### src/rtl/grid_scan_display.sv
// rtl/grid_scan_display.sv - double-buffered 8x8 row-scanned grid display driver
module grid_scan_display #(
    parameter int ROW_HOLD       = 1000,
    parameter bit ROW_ACTIVE_LOW = 1'b0
) (
    input  logic        clk,
    input  logic        reset,
    input  logic        frame_valid,
    input  logic [63:0] frame_in,
    output logic        frame_ready,
    output logic [7:0]  row_sel,
    output logic [7:0]  col_data,
    output logic        frame_done
);

    typedef enum logic [1:0] {
        ST_IDLE,
        ST_SCAN,
        ST_BLANK
    } state_t;

    localparam logic [15:0] HOLD_LAST = 16'(ROW_HOLD - 1);
    localparam logic [7:0]  ROW_OFF   = ROW_ACTIVE_LOW ? 8'hFF : 8'h00;

    state_t      state, state_n;
    logic [63:0] active, active_n;
    logic [63:0] pending, pending_n;
    logic        pending_full, pending_full_n;
    logic [2:0]  row, row_n;
    logic [15:0] cnt, cnt_n;
    logic        accept;

    logic [7:0]  row_sel_n;
    logic [7:0]  col_data_n;
    logic        frame_done_n;
    logic        frame_ready_n;

    always_comb begin
        state_n        = state;
        active_n       = active;
        pending_n      = pending;
        pending_full_n = pending_full;
        row_n          = row;
        cnt_n          = cnt;
        accept         = frame_valid & frame_ready;

        case (state)
            ST_IDLE: begin
                if (accept) begin
                    active_n = frame_in;
                    row_n    = 3'd0;
                    cnt_n    = 16'd0;
                    state_n  = ST_SCAN;
                end
            end
            ST_SCAN: begin
                if (cnt == HOLD_LAST) begin
                    cnt_n   = 16'd0;
                    state_n = ST_BLANK;
                end else begin
                    cnt_n = cnt + 16'd1;
                end
                if (accept) begin
                    pending_n      = frame_in;
                    pending_full_n = 1'b1;
                end
            end
            ST_BLANK: begin
                row_n   = row + 3'd1;
                state_n = ST_SCAN;
                // Swap uses the registered flag; frame_ready is low whenever it is set,
                // so a same-edge accept can never collide with the swap.
                if (row == 3'd7 && pending_full) begin
                    active_n       = pending;
                    pending_full_n = 1'b0;
                end
                if (accept) begin
                    pending_n      = frame_in;
                    pending_full_n = 1'b1;
                end
            end
            default: state_n = ST_IDLE;
        endcase

        // Outputs are registered from next-state values so they line up with the state.
        if (state_n == ST_SCAN) begin
            row_sel_n  = (8'h01 << row_n) ^ ROW_OFF;
            col_data_n = active_n[{row_n, 3'b000} +: 8];
        end else begin
            row_sel_n  = ROW_OFF;
            col_data_n = 8'h00;
        end
        frame_done_n  = (state_n == ST_BLANK) && (row_n == 3'd7);
        frame_ready_n = (state_n == ST_IDLE) || !pending_full_n;
    end

    always_ff @(posedge clk) begin
        if (!reset) begin
            state        <= ST_IDLE;
            active       <= 64'd0;
            pending      <= 64'd0;
            pending_full <= 1'b0;
            row          <= 3'd0;
            cnt          <= 16'd0;
            row_sel      <= ROW_OFF;
            col_data     <= 8'h00;
            frame_done   <= 1'b0;
            frame_ready  <= 1'b1;
        end else begin
            state        <= state_n;
            active       <= active_n;
            pending      <= pending_n;
            pending_full <= pending_full_n;
            row          <= row_n;
            cnt          <= cnt_n;
            row_sel      <= row_sel_n;
            col_data     <= col_data_n;
            frame_done   <= frame_done_n;
            frame_ready  <= frame_ready_n;
        end
    end

endmodule

### config.mk
export PLATFORM = sky130hd
export DESIGN_NAME = grid_scan_display
export DESIGN_NICKNAME = d
export VERILOG_FILES = /design/src/rtl/grid_scan_display.sv
export SDC_FILE = /design/constraint.sdc
export NUM_CORES = 1
export LEC_CHECK = 0
export ABC_CLOCK_PERIOD_IN_PS = 5300
export BUFFER_PORTS_ARGS = -buffer_cell sky130_fd_sc_hd__buf_4
export CORE_MARGIN = 1.5
export CORE_UTILIZATION = 30
export DETAILED_ROUTE_END_ITERATION = 6
export HOLD_SLACK_MARGIN = 0.12
export PLACE_DENSITY = 0.57
export RECOVER_POWER = 50
export SETUP_SLACK_MARGIN = 0.5
export SYNTH_ARGS = -nofsm -noshare
export SYNTH_HDL_FRONTEND = slang
export SYNTH_SLANG_ARGS = --single-unit
### constraint.sdc
create_clock -name clk -period 5.3 [get_ports clk]
set_input_delay 0.795 -clock clk [delete_from_list [all_inputs] [get_ports clk]]
set_output_delay 0.795 -clock clk [all_outputs]
set_load 0.05 [all_outputs]
==> results.ini <==
[clocking]
h-tree-depth = 4
cts.sinks = 168
cts_setup_buffers = 0
clkLatencyLatePin_ps = 430
path_clk_slew_ps = 60
cts_buffers = 17
cts.repair.resized = 0
clock_path_buffers = 2
cts_tree = yes
postCtsHoldBufs = 0
clockRootBuffer = clkbuf_16

[yosys]
synth_area_sq_um = 8421
syn_inst = 1032
synth_area_leaders = dfxtp_1 40%, nand2_1 9.5%, mux2_2 7.5%, a221oi_1 4.9%, a21oi_1 4.1%
ys_seq_elements = 168
yosysTopAreaCellShare = 0.3994
synth_ff_type = dfxtp_1
synthDistinctLibCells = 58
ys_seq_area_frac = 0.3994
yosysTopAreaCell = dfxtp_1
synthesis.nets = 1106
synthArstFlopShare = 0
synth_warnings = 0
synth_enable_flop_cells = 0
avgSynthCellArea_sq_um = 8.159

[placed_design]
gp_congestion = 0.7833
place_ws_ps = 1889
port-buffer-count = 84
dp_hpwl_mm = 16.89

[setup_path]
cp_num_buf_inv = 1
worstPathCellList = and2_0 -> buf_4 -> o21ai_0 -> a221oi_1 -> a22o_1 -> a211oi_1 -> a22o_1
worstSetupPathType = register to register
required_ps = 5620
cp.arrival_ps = 4000
crit_path_max_incr_delay_ps = 1060
critical_path.top_delay_family = flip-flops
timing.critical_path.mode_cell = a22o_1
critPathCaptureType = register
path_max_fanout = 25
cp_slowest_cell = dfxtp_1
startpoint_type = register

[final_layout]
final_common_cell = nand2_1
antennaDiodeCount = 0
layout-drive-gt1-share = 0.1783
finalNetCount = 1133
layout_common_cells = 211 x nand2_1, 168 x dfxtp_1, 91 x nor2_1, 80 x buf_4, 69 x a21oi_1
area_growth_syn_to_layout_pct = 15.27

[die]
ioPinCount = 85
fp.coreArea_sq_um = 27710
die_w_um = 170.5
rows = 61
die_area_sq_um = 29080
start_util = 0.3039
die_h_um = 170.5

[global_routing]
antenna_found_initial = 0
grt_pass1_vias = 7258
grt-ovfl-total = 0
grt_pass1_wl_mm = 41.37
grtUsageTotal = 0.1823
grt_max_degree = 79

[detailed_routing]
wirelength_mm = 26.04
drc = 0
post_drt_wl_per_cell_um = 17.97
viasPerCell = 5.308
drt_iter0_drc = 672
ant_nets = 0
firstDrtPassIters = 5
dr_total_vias = 7692

[timing]
fmax_mhz = 271.5
drv_slew = 68
fin_ws_ps = 1616
period_needed_ps = 3684
tightest_slew_ps = 1828
slew_headroom = -0.2189
final.setup_skew_ps = 8.924
hold_violations = 0
grt_setup_unrepaired = false
fin_tns_setup_ps = 0
setup_viol = 0
timing.final.crit_share = 0.6951

[run]
cap_violations = 2

[pwr]
vdd_drop_max_mv = 0.2465
pwr_density_cell_nw_per_um2 = 366.7
leakage_nw = 3.659

[run_status]
violations = max-capacitance violations, max-slew violations
status = finished, violations left

[hold_path]
hp-class = register to register

-- layout make-up --
class | count | area [sq um]
clock buffers | 18 | 439.2
clock inverters | 13 | 130.1
fillers | 2854 | 18000
inverters | 6 | 23.77
multi-input cells | 766 | 4586
flip-flops and latches | 168 | 3363
well taps | 378 | 473.0
repair buffers | 100 | 691.9
-- cells in the mapped netlist, types with 4 or more instances --
| cell | n |
|---|---|
| nand2_1 | 212 |
| a31oi_1 | 5 |
| nand4_1 | 52 |
| a21oi_1 | 69 |
| buf_1 | 6 |
| and2_1 | 15 |
| a211oi_1 | 13 |
| a22o_1 | 18 |
| inv_1 | 5 |
| buf_2 | 29 |
| ha_1 | 7 |
| dfxtp_1 | 168 |
| buf_6 | 7 |
| a22oi_1 | 9 |
| nand3_1 | 46 |
| nor2_1 | 92 |
| clkbuf_1 | 45 |
| mux2_1 | 8 |
| a221oi_1 | 47 |
| o21ai_0 | 51 |
| mux2_2 | 56 |
| a221o_1 | 12 |
| xnor2_1 | 4 |
| buf_4 | 5 |
| xor2_1 | 8 |
-- tightest hold or removal path: cells and delay by family (launching register included) --
kind / cells / cell delay [ps]
AO/OA/AOI/OAI: 1 / 50
flip-flops: 1 / 310
AND/OR/NAND/NOR: 1 / 50
-- power breakdown --
group,switching (mW),internal (mW)
Sequential,0.0866,1.38
Combinational,0.557,0.300
Clock,0.533,0.700
-- routing by layer --
layer	routed length [um]	part of all wire	up-vias	GRT usage
met3	1190	0.046	28	0.03146
li1	-	-	3769	-
met1	12430	0.48	3678	0.2565
met2	11980	0.46	217	0.2836
met5	0	0	-	0
met4	439	0.017	0	0.05425
-- state kept, by name (all words and copies together) (netlist names) --
name / cells
active: 64
cnt: 16
col_data: 8
frame_done: 1
frame_ready: 1
pending: 64
pending_full: 1
row: 3
row_sel: 8
state: 2
-- metrics by stage --
step	instances	instance area [sq um]	hold slack (ps)	total power [mW]	util
final	1449	9707	453.0	3.559	0.3504
after detailed placement	1418	9234	445.6	2.362	0.3333
after CTS	1449	9803	455.1	3.590	0.3538
after floorplan	1032	8421	432.2	2.098	-
after global placement	1418	9234	441.8	2.352	0.3333
after global routing	1449	9707	472.8	3.741	0.3504
-- kinds of logic (layout without fill, tap and decap cells) --
logic type      after synthesis  after routing  share of synthesized area
buf+inv                      98            137                    0.05646
xor+xnor                     12             12                    0.01248
compound gates              244            244                     0.2003
flops                       168            168                     0.3994
mux                          64             64                    0.08559
simple gates                439            439                     0.2354
fa+ha+maj                     7              7                    0.01040
-- path summary, 6_finish.rpt --
kind / start / end / slack (ps) / cells after the start
setup reg to reg: frame_ready / col_data[4] / 1620 / 7
hold / removal: pending[15] / pending[15] / 450 / 2
setup / recovery: frame_ready / col_data[4] / 1620 / 7
hold reg to reg: pending[15] / pending[15] / 450 / 2
Note: power is estimated with default switching activity, not from simulation.
